File: config.mk
export PLATFORM = sky130hd
export DESIGN_NAME = toggle_delay_line
export DESIGN_NICKNAME = d
export VERILOG_FILES = /design/src/rtl/toggle_delay_line.sv
export SDC_FILE = /design/constraint.sdc
export NUM_CORES = 1
export LEC_CHECK = 0
export CAP_MARGIN = 20
export CORE_MARGIN = 4
export CORE_UTILIZATION = 45
export DETAILED_ROUTE_END_ITERATION = 7
export GPL_ROUTABILITY_DRIVEN = 0
export GPL_TIMING_DRIVEN = 0
export PLACE_DENSITY = 0.58
export REMOVE_ABC_BUFFERS = 1
export SETUP_SLACK_MARGIN = 0.02
export SLEW_MARGIN = 0
export SYNTH_ARGS = -nofsm -noshare
export SYNTH_HDL_FRONTEND = slang
export SYNTH_SLANG_ARGS = --single-unit
File: constraint.sdc
create_clock -name clk -period 11.4 [get_ports clk]
set_clock_uncertainty 0.2 [all_clocks]
set_input_delay 1.14 -clock clk [delete_from_list [all_inputs] [get_ports clk]]
set_output_delay 1.14 -clock clk [all_outputs]
set_load 0.03 [all_outputs]
File: src/rtl/toggle_delay_line.sv
// Programmable per-channel delay line for two-phase request channels.
// Each input transition is timestamped, queued, and replayed on outR when its due time arrives.
module toggle_delay_line #(
  parameter int CH          = 4,
  parameter int DLY_W       = 6,
  parameter int DEPTH       = 4,
  parameter int SYNC_STAGES = 2
) (
  input  logic                  clk,
  input  logic                  rst_n,
  input  logic [CH-1:0]         inR,
  input  logic [CH*DLY_W-1:0]   dly_cfg,
  output logic [CH-1:0]         outR,
  output logic [CH-1:0]         busy,
  output logic [CH-1:0]         ovf,
  input  logic [CH-1:0]         ovf_clr
);

  localparam int PTR_W = (DEPTH > 1) ? $clog2(DEPTH) : 1;
  localparam int OCC_W = PTR_W + 1;
  localparam int TS_W  = DLY_W + PTR_W + 2;

  // Wrap-aware ordering: a is after b when the modular distance is nonzero and in the lower half.
  function automatic logic ts_after(input logic [TS_W-1:0] a, input logic [TS_W-1:0] b);
    logic [TS_W-1:0] diff;
    diff = a - b;
    return (diff != {TS_W{1'b0}}) && !diff[TS_W-1];
  endfunction

  function automatic logic [TS_W-1:0] next_due(input logic [TS_W-1:0] now,
                                               input logic [DLY_W-1:0] d,
                                               input logic             has_tail,
                                               input logic [TS_W-1:0]  tail);
    logic [TS_W-1:0] base;
    if (d == {DLY_W{1'b0}}) begin
      base = now + TS_W'(1);
    end else begin
      base = now + TS_W'(d);
    end
    if (has_tail && !ts_after(base, tail)) begin
      return tail + TS_W'(1);
    end else begin
      return base;
    end
  endfunction

  logic [CH-1:0] sync_out;

  generate
    if (SYNC_STAGES == 0) begin : g_nosync
      assign sync_out = inR;
    end else begin : g_sync
      logic [SYNC_STAGES-1:0][CH-1:0] sync_q, sync_d;

      always_comb begin
        sync_d    = sync_q;
        sync_d[0] = inR;
        for (int s = 1; s < SYNC_STAGES; s++) begin
          sync_d[s] = sync_q[s-1];
        end
      end

      always_ff @(posedge clk) begin
        if (!rst_n) begin
          sync_q <= '0;
        end else begin
          sync_q <= sync_d;
        end
      end

      assign sync_out = sync_q[SYNC_STAGES-1];
    end
  endgenerate

  logic [CH-1:0]                       prev_q, prev_d;
  logic [TS_W-1:0]                     cnt_q, cnt_d;
  logic [CH-1:0][DEPTH-1:0][TS_W-1:0]  mem_q, mem_d;
  logic [CH-1:0][PTR_W-1:0]            rd_q, rd_d, wr_q, wr_d;
  logic [CH-1:0][OCC_W-1:0]            occ_q, occ_d;
  logic [CH-1:0][TS_W-1:0]             tail_q, tail_d;
  logic [CH-1:0]                       outr_q, outr_d, busy_q, busy_d, ovf_q, ovf_d;

  logic [CH-1:0]             ev_s, pop_s, push_s, drop_s;
  logic [CH-1:0][TS_W-1:0]   due_s;

  // Event detection, due-time computation and push/pop/drop decisions per channel.
  always_comb begin
    prev_d = sync_out;
    cnt_d  = cnt_q + TS_W'(1);
    ev_s   = sync_out ^ prev_q;
    pop_s  = '0;
    push_s = '0;
    drop_s = '0;
    due_s  = '0;
    for (int i = 0; i < CH; i++) begin
      due_s[i]  = next_due(cnt_q, dly_cfg[i*DLY_W +: DLY_W],
                           occ_q[i] != {OCC_W{1'b0}}, tail_q[i]);
      pop_s[i]  = (occ_q[i] != {OCC_W{1'b0}}) && (mem_q[i][rd_q[i]] == cnt_q);
      push_s[i] = ev_s[i] && ((occ_q[i] != OCC_W'(DEPTH)) || pop_s[i]);
      drop_s[i] = ev_s[i] && (occ_q[i] == OCC_W'(DEPTH)) && !pop_s[i];
    end
  end

  // FIFO, output and flag next-state; a pop frees its slot for a push on the same edge.
  always_comb begin
    mem_d  = mem_q;
    rd_d   = rd_q;
    wr_d   = wr_q;
    occ_d  = occ_q;
    tail_d = tail_q;
    outr_d = outr_q;
    busy_d = busy_q;
    ovf_d  = ovf_q;
    for (int i = 0; i < CH; i++) begin
      if (push_s[i]) begin
        mem_d[i][wr_q[i]] = due_s[i];
        wr_d[i]           = wr_q[i] + PTR_W'(1);
        tail_d[i]         = due_s[i];
      end else begin
        wr_d[i]   = wr_q[i];
        tail_d[i] = tail_q[i];
      end
      if (pop_s[i]) begin
        rd_d[i]   = rd_q[i] + PTR_W'(1);
        outr_d[i] = ~outr_q[i];
      end else begin
        rd_d[i]   = rd_q[i];
        outr_d[i] = outr_q[i];
      end
      case ({push_s[i], pop_s[i]})
        2'b10:   occ_d[i] = occ_q[i] + OCC_W'(1);
        2'b01:   occ_d[i] = occ_q[i] - OCC_W'(1);
        default: occ_d[i] = occ_q[i];
      endcase
      busy_d[i] = (occ_d[i] != {OCC_W{1'b0}});
      ovf_d[i]  = drop_s[i] | (ovf_q[i] & ~ovf_clr[i]);
    end
  end

  // State registers; reset discards all pending events without toggling outR.
  always_ff @(posedge clk) begin
    if (!rst_n) begin
      prev_q <= '0;
      cnt_q  <= '0;
      mem_q  <= '0;
      rd_q   <= '0;
      wr_q   <= '0;
      occ_q  <= '0;
      tail_q <= '0;
      outr_q <= '0;
      busy_q <= '0;
      ovf_q  <= '0;
    end else begin
      prev_q <= prev_d;
      cnt_q  <= cnt_d;
      mem_q  <= mem_d;
      rd_q   <= rd_d;
      wr_q   <= wr_d;
      occ_q  <= occ_d;
      tail_q <= tail_d;
      outr_q <= outr_d;
      busy_q <= busy_d;
      ovf_q  <= ovf_d;
    end
  end

  assign outR = outr_q;
  assign busy = busy_q;
  assign ovf  = ovf_q;

endmodule

# After elaboration in Yosys (flattened, before gate mapping)
# Index checks and enable logic that the tools add are counted.
# op_classes
add_sub_neg,29
n_mul,0
div,0
order_cmp,12
eq_ne,20
shift,0
muxes,32
n_bitwise,17
n_reduce_logical,60
# op_table
op,count
$bwmux W40,4
$mux W10,16
$bmux W10 S2,4
$demux W10 S2,4
$add A10 B1 Y10 const B,5
$add A10 B6 Y10,4
$eq A10 B10 Y1,4
$reduce_bool A10 Y1,4
$sub A10 B10 Y10,4
$logic_and A1 B1 Y1,28
$logic_not A6 Y1,4
$lt A2 B3 Y1 const B,8
$pmux W3 S2,4
$reduce_bool A3 Y1,8
$add A2 B1 Y2 const B,8
$add A3 B1 Y3 const B,4
$eq A3 B3 Y1 const B,4
$logic_not A1 Y1,12
$ne A3 B3 Y1 const B,4
$sub A3 B1 Y3 const B,4
$eq A2 B1 Y1 const B,4
$eq A2 B2 Y1 const B,4
$ge A2 B1 Y1 const B,4
$not A1 Y1,8
4 further kinds,13
# totals
ff_bits,262
latchBits,0
ramBits,0
romBits,0
inputBits,34
out_inout_bits,12
wordCells,212
n_memories,0

# Logic depth before layout (Yosys ltp)
# Gate-level depths: netlist of run 1.
# logic_depth
depth_word,9
depth_mapped,18
ltp_nobuf,17

# Worst setup path after synthesis of run 1
# Ideal clock, no wire load.
# synth_path
path_type,in2reg
start,input port dly_cfg[18]
end,register mem_q[128] in the netlist's numbering
setup_ps,88
t_arrival_ps,4882
t_required_ps,11112
setup_slack_ps,6231
path_stages,16
path_buffers,0
cell_sequence,ha_1 -> fa_1 -> a21o_1 -> a21oi_1 -> a2bb2oi_1 -> o2bb2ai_1 -> xnor2_1 -> ha_1 -> and3_1 -> a221oi_1 -> a21oi_1 -> nor3_1 -> a21oi_1 -> o21ai_0 -> a21oi_1 -> o31ai_1
# synth_via
elab_chain_len,9
elab_cells_between_ends,11
cone_classes,2 x add/sub; 3 x mux; 6 x reduce/logical
# synth_lines
element,line,text
"start, declared",12,"input logic [CH*DLY_W-1:0] dly_cfg,"
$add A10 B6 Y10 / $logic_not A6 Y1 (equally long branches),"38, 35",
$mux W10 *,35,if (d == {DLY_W{1'b0}}) begin
$sub A10 B10 Y10,26,diff = a - b;
$reduce_bool A10 Y1 / $logic_not A1 Y1 (equally long branches),27,return (diff != {TS_W{1'b0}}) && !diff[TS_W-1];
$logic_and A1 B1 Y1,27,
$logic_not A1 Y1,40,"if (has_tail && !ts_after(base, tail)) begin"
$logic_and A1 B1 Y1,40,
$mux W10 *,40,
$bwmux W40 *,116,mem_d[i][wr_q[i]] = due_s[i];
"end signal, assigned",156,mem_q <= mem_d;
"end, declared",77,"logic [CH-1:0][DEPTH-1:0][TS_W-1:0] mem_q, mem_d;"
# Mark *: on every way between the ends. The rest lies on a longest branch, timed or not.
# A chain may end at the register's enable or synchronous reset.

# Worst setup path in the final report of run 1
# layout_path
start,input port dly_cfg[0]
end,register mem_q[7] in the netlist's numbering
# Same word-level chain as after synthesis.

==> summary.md, run 1 <==
| Metric | Value |
|---|---|
| Status | `completed` |
| Clk buf depth | `3` |
| Die Y | `~200 um` |
| CTS Buf Count | `31` |
| Top_reg_cell synth | `dfxtp_1` |
| Port buffer count | `between 40 and 50` |
| Fin. Hold Viols | `0` |
| DRT iter0 DRCs | `roughly 1000` |
| Pins Over Slew Limit | `0` |
| Layout cells sized above 1 | `roughly 7%` |
| First-pass GRT wire length | `around 77 mm` |
| Worst-skew pair later-pin latency | `between 0.5 and 0.6 ns` |
| CP max FO | `31` |
| Setup Fix Bufs, Post-CTS | `0` |
| Drt first pass iters | `5` |
| Seq cells post-synth | `approximately 260` |
| Yosys Warn Count | `0` |
| Synth-to-Final Area Change | `10.9%` |
| Non-Filler Instances | `2400` |
| Cts repair resizes | `0` |
| FF+latch area | `approximately 5200 um^2` |
| Die X | `199 um` |
| Max Cap Violations | `0` |
| Vias per cell | `6.11` |
| Hold-fix buffers at CTS | `0` |
| Post-Syn Instances | `approximately 1900` |
| Launching element type of the critical path | `input port` |
| Share of synthesized registers carrying an async set or reset | `0%` |
| Peak VDD IR | `119 uV` |
| Filler cells | `approximately 3400` |
| Avg WL per Cell | `approximately 20 um` |
| Root Buffer | `clkbuf_16` |
| Pwr Density | `~170 nW/um^2` |
| Initial core utilization | `between 40% and 50%` |
| Antenna Nets Post-Route | `0` |
| Nets | `roughly 2000` |
| Post-DP HPWL | `between 30 and 40 mm` |
| Most frequent cells in the layout | `dfxtp_1 (262), nand3_1 (208), nand2_1 (134), nor2_1 (131), o31ai_1 (114)` |
| Area of placed instances | `around 17000 um^2` |
| Critical Path AT | `roughly 6.5 ns` |
| Initial antenna violation count | `0` |
| Core ar. | `35800 um^2` |
| Finished Cell Area | `18300 um^2` |
| Post-Synth Simple-Gate Area | `a little over a fifth` |
| Vias | `between 10000 and 15000` |
| GRT Resource Usage Total | `around a quarter` |
| Fmax | `160 MHz` |
| Grt peak-use layer | `met2` |
| Final worst path period share | `approximately 55%` |
| Pwr Total | `approximately 3 mW` |
| Critical Path End Type | `flop` |
| GR met2 Demand/Resource | `approximately 40%` |
| Multi-input gate area | `around 11000 um^2` |
| Post-Synth Adder-Cell Area | `7.83%` |
| Post-synthesis sequential area ratio | `around a third` |
| Unique masters post-synth | `a little under 90` |
| H-tree depth | `1` |
| DRC viols | `0` |
| Final WL | `approximately 48 mm` |
| Die ar. | `approximately 40000 um^2` |
| CTS tree | `yes` |
| Routing usage on met3 | `between 3 and 4%` |
| Classification of the worst setup path | `in2reg` |
| Avg Cell Area, Syn | `about 8.6 um^2` |
| GR Layer Usage met1 | `about a third` |
| Commonest non-fill, non-tap cell in the layout | `dfxtp_1` |
| Vias in the first global route | `between 10000 and 15000` |
| Post-synth EDFFs | `0` |
| Largest family of logic cells by synthesized area | `compound AO/OA/AOI/OAI gates` |
| Row Count | `between 60 and 70` |
| Synth Area in Compound Gates | `21.2%` |
| Min Tclk post-route | `~6.2 ns` |
| Post-synthesis mux area share | `under 10%` |
| Boundary pin count | `46` |
| Endpoints failing setup | `0` |
| Worst-Margin Slew | `1.13 ns` |
| Number of inserted diodes | `0` |
| Max-slew headroom | `between 20% and 30%` |
| Global route overflow | `0` |
| Pleak | `approximately 6.5 nW` |
| RSZ-0062 raised after global routing | `false` |
| Clock Sinks | `262` |
| CP required | `roughly 12 ns` |
| Dpl cells | `2345` |
| Post-Syn Area | `around 16000 um^2` |
| Largest net degree at the start of global routing | `150` |
| Worst-path clk slew | `about 0.06 ns` |
| HP Class | `reg2reg` |
| Post-synthesis xor/xnor area fraction | `approximately 7.6%` |
## flip-flops by register name (all words and copies together), names as in the netlist
signal and flops:
tail_q 40, prev_d 4, rd_q 8, wr_q 8, occ_q 12, prev_q 4
mem_q 160, g_sync.sync_d 4, ovf 4, outR 4, cnt_q 10, busy 4
## routing by layer
metal | up-vias | routed length, um
met1 | 7048 | 22200
met2 | 359 | 22000
li1 | 7178 | -
met3 | 79 | 2530
met4 | 0 | 1370
met5 | - | 0
## area by class of cell
cell class                      count  area share [%]
Clock buffer                       46            4.88
Inverter                           77            1.58
Timing Repair Buffer               59            3.51
Multi-Input combinational cell   1486            57.6
Tap cell                          461            3.16
Clock inverter                      9           0.589
Sequential cell                   262            28.7
## cells in the mapped netlist, drive strengths merged, types with 38 or more instances
cell type | count | share of area (%)
dfxtp | 262 | 32
o21ai | 90 | 2.8
xor2 | 39 | 2.1
clkbuf | 64 | 1.5
o31ai | 114 | 5.2
nand3 | 208 | 6.3
inv | 76 | 1.7
nor3 | 47 | 1.5
ha | 84 | 6.4
nor2 | 133 | 3.1
a21oi | 77 | 2.3
xnor2 | 104 | 5.6
buf | 38 | 1.2
nand2 | 134 | 3.1
## worst max-delay path, cell delays in order
cell and delay (ns):
clkdlybuf4s50_1 0.48, ha_1 0.28, fa_1 0.41, a21o_1 0.17, a21oi_1 0.24, a2bb2oi_1 0.20
o2bb2ai_1 0.18, nor2_1 0.11, xor2_1 0.28, ha_1 0.36, nor2b_1 0.17, nand2_1 0.07
o311ai_0 0.12, a211oi_1 0.48, nor3b_1 0.31, o21a_1 0.78, nor2_1 0.27, o311ai_0 0.43
## cell families (layout without fill, tap and decap cells)
kind of cell	Yosys count	after routing
and+or+nand+nor	693	693
AOI/OAI and AO/OA	500	500
DFF	262	262
adders and majority gates	96	96
xor gates and xnor gates	143	143
muxes	54	54
buffers and inverters	179	191
## stage by stage
stage / utilization, % / hold slack, ns / setup WS (ns) / TNS (ns)
final: 51.0 / 0.235 / 5.16 / 0
after floorplan: - / 0.212 / 5.82 / 0
after global routing: 51.0 / 0.243 / 4.66 / 0
after detailed placement: 48.2 / 0.225 / 4.69 / 0
after CTS: 51.0 / 0.239 / 5.20 / 0
after global placement: 47.7 / 0.213 / -3.70 / -290.33
## path summary, 6_finish.rpt
path | start | endpoint | slack [ns] | depth (start not counted)
worst max-delay path | dly_cfg[0] | mem_q[7] | 5.16 | 18
worst min-delay path | g_sync.sync_d[7] | prev_d[3] | 0.24 | 1
worst max register to register | cnt_q[2] | mem_q[133] | 5.28 | 16
worst min register to register | g_sync.sync_d[7] | prev_d[3] | 0.24 | 1
## report_power, final
part	switching (mW)	internal (mW)	leakage (nW)
Clock	0.396	0.582	0.484
Combinational	0.647	0.377	3.86
Sequential	0.102	0.985	2.12
Total	1.15	1.94	6.46
Power figures use the tool's default switching activity.
==> run 2, diff against run 1 <==
clock period = 6.3 ns   (was 11.4 ns; I/O delays follow)
==> summary.md, run 2 (synthesis results as in run 1) <==
| Metric | Value |
|---|---|
| Root Buffer | `clkbuf_16 (unchanged)` |
| Fmax | `around 180 MHz` |
| Synth-to-Final Area Change | `10.9% (about the same)` |
| Hold-fix buffers at CTS | `0 (unchanged)` |
| Nets | `2047 (unchanged)` |
| RSZ-0062 raised after global routing | `false (unchanged)` |
| Initial antenna violation count | `0 (unchanged)` |
| Critical-path top delay cell | `dfxtp_1 (was o21a_1)` |
| Setup Fix Bufs, Post-CTS | `0 (unchanged)` |
| Max reg flops | `160 (unchanged)` |
| Cts repair resizes | `0 (unchanged)` |
| Largest net degree at the start of global routing | `150 (unchanged)` |
| Peak VDD IR | `215 uV (was 119 uV)` |
| Antenna Nets Post-Route | `0 (unchanged)` |
| CP required | `6.52 ns (was 11.64 ns)` |
| Critical path's most frequent cell | `a21oi_1` |
| Most frequent cells in the layout | `dfxtp_1 (260), nand3_1 (208), nand2_1 (134), nor2_1 (131), o31ai_1 (114) (was dfxtp_1 (262), nand3_1 (208), nand2_1 (134), nor2_1 (131), o31ai_1 (114))` |
| Global route overflow | `0 (unchanged)` |
| Worst-path clk slew | `0.06 ns (about the same)` |
| Final WL | `48.2 mm (was 48.1 mm)` |
| FF+latch area | `5250 um^2 (about the same)` |
| Min Tclk post-route | `5.69 ns` |
| Port buffer count | `45 (unchanged)` |
| Boundary pin count | `46 (unchanged)` |
| CTS tree | `yes (unchanged)` |
| Worst-skew pair later-pin latency | `0.57 ns (about the same)` |
| Fin. Hold Viols | `0 (unchanged)` |
| Worst-Margin Slew | `1.06 ns (was 1.13 ns)` |
| Status | `completed (unchanged)` |
| Vias per cell | `6.13 (was 6.11)` |
| CP max FO | `23 (was 31)` |
| Initial core utilization | `46.0% (unchanged)` |
| Clock Sinks | `262 (unchanged)` |
| Critical Path End Type | `flop (unchanged)` |
| Classification of the worst setup path | `reg2reg (was in2reg)` |
| Avg WL per Cell | `20.1 um (about the same)` |
| Post-Route Setup TNS | `0 ns (unchanged)` |
| Die ar. | `39800 um^2 (unchanged)` |
| Pleak | `6.46 nW (about the same)` |
| Pwr Density | `306 nW/um^2 (was 169 nW/um^2)` |
| Max Cap Violations | `0 (unchanged)` |
| HP Class | `reg2reg (unchanged)` |
| DRC viols | `0 (unchanged)` |
| Worst path cell trace | `ha_1 -> o21ai_0 -> o21bai_1 -> a211oi_1 -> a21oi_1 -> nand2_1 -> o21ai_0 -> ha_1 -> a21o_1 -> a221oi_1 -> a21oi_1 -> nor3_1 -> a21oi_1 -> o21a_1 -> nor3_1 -> o31ai_1 (was clkdlybuf4s50_1 -> ha_1 -> fa_1 -> a21o_1 -> a21oi_1 -> a2bb2oi_1 -> o2bb2ai_1 -> nor2_1 -> xor2_1 -> ha_1 -> nor2b_1 -> nand2_1 -> o311ai_0 -> a211oi_1 -> nor3b_1 -> o21a_1 -> nor2_1 -> o311ai_0)` |
| Number of inserted diodes | `0 (unchanged)` |
| DRT iter0 DRCs | `1054 (was 1049)` |
| Final WS setup | `0.614 ns (was 5.16 ns)` |
| Commonest non-fill, non-tap cell in the layout | `dfxtp_1 (unchanged)` |
| Final worst path period share | `90.3%` |
| Die Y | `199 um (unchanged)` |
| H-tree depth | `1 (unchanged)` |
| Endpoints failing setup | `0 (unchanged)` |
| Vias in the first global route | `14200 (unchanged)` |
| Die X | `199 um (unchanged)` |
| Multi-input gate area | `10500 um^2 (about the same)` |
| Hold Path Stages | `1 (unchanged)` |
| Max-slew headroom | `29.5% (was 24.1%)` |
| First-pass GRT wire length | `76.9 mm (unchanged)` |
| Drt first pass iters | `5 (unchanged)` |
| CTS Buf Count | `31 (unchanged)` |
| GRT Resource Usage Total | `23.8% (unchanged)` |
| Dpl ws | `0.105 ns (was 4.69 ns)` |
| Largest Register | `mem_q (unchanged)` |
| Pins Over Slew Limit | `0 (unchanged)` |
| Regs by FF count | `mem_q (160), tail_q (40), occ_q (12) (unchanged)` |
| Row Count | `69 (unchanged)` |
| Critical Path AT | `5.90 ns (was 6.48 ns)` |
| Clk buf depth | `3 (unchanged)` |
| Pwr Total | `5.59 mW (was 3.09 mW)` |
| Largest stage delay, worst path | `0.98 ns (was 0.78 ns)` |
| Vias | `14700 (about the same)` |
| Worst reg2reg path depth | `16 (unchanged)` |
| Launching element type of the critical path | `flop (was input port)` |
| Core ar. | `35800 um^2 (unchanged)` |
| Layout cells sized above 1 | `7.01% (was 6.86%)` |
| Post-DP HPWL | `33.5 mm (unchanged)` |
| Filler cells | `3443 (was 3440)` |
==> run 2: changes by cell type in the layout (fill, tap and decap cells not counted) <==
cell,previous run,this run
dfxtp_1,262,260
dfxtp_2,0,2
o21a_1,19,18
o21a_2,0,1
o21ai_0,84,83
o21ai_1,4,5
==> run 2: routing by layer <==
metal,global-route usage [%],routed length [um]
met2,39.0,22100
met5,0,0
met1,33.1,22300
met4,6.54,1350
met3,3.36,2470
==> run 2: worst paths after layout <==
path	start	slack (ns)	endpoint
worst max-delay path	cnt_q[3]	0.61	mem_q[133]
worst min-delay path	g_sync.sync_d[7]	0.24	prev_d[3]
worst max register to register	cnt_q[3]	0.61	mem_q[133]
worst min register to register	g_sync.sync_d[7]	0.24	prev_d[3]
==> run 2: cell type report <==
cell class	count	share of cell area (%)
Tap cell	461	3.15
Sequential cell	262	28.7
Clock buffer	46	4.88
Clock inverter	9	0.589
Multi-Input combinational cell	1486	57.6
Inverter	77	1.58
Timing Repair Buffer	59	3.51
==> run 2: per-stage QoR <==
stage	hold WS [ns]	cells	cell area, um^2	util, %
floorplan	0.212	1825	16100	-
global placement	0.213	2331	17100	47.7
detailed placement	0.225	2345	17300	48.2
CTS	0.239	2400	18300	51.0
global route	0.243	2400	18300	51.0
finish	0.235	2400	18300	51.0
==> run 2: critical path: cells and delay by family, from the launching register on <==
family,cells,cell delay [ns]
AO/OA/AOI/OAI,11,2.37
flip-flops,1,0.98
adder cells (fa/ha/maj),2,0.85
AND/OR/NAND/NOR,3,1.13
==> run 2: power breakdown <==
part	total [mW]	internal [mW]	switching, mW
combinational	1.86	0.683	1.17
sequential	1.97	1.78	0.184
clock	1.77	1.05	0.716
==> run 3, diff against run 2 <==
SKIP_LAST_GASP = 1   (was not set)
==> results of run 3 <==
Final layout, timing and power as in run 2 (identical DEF).
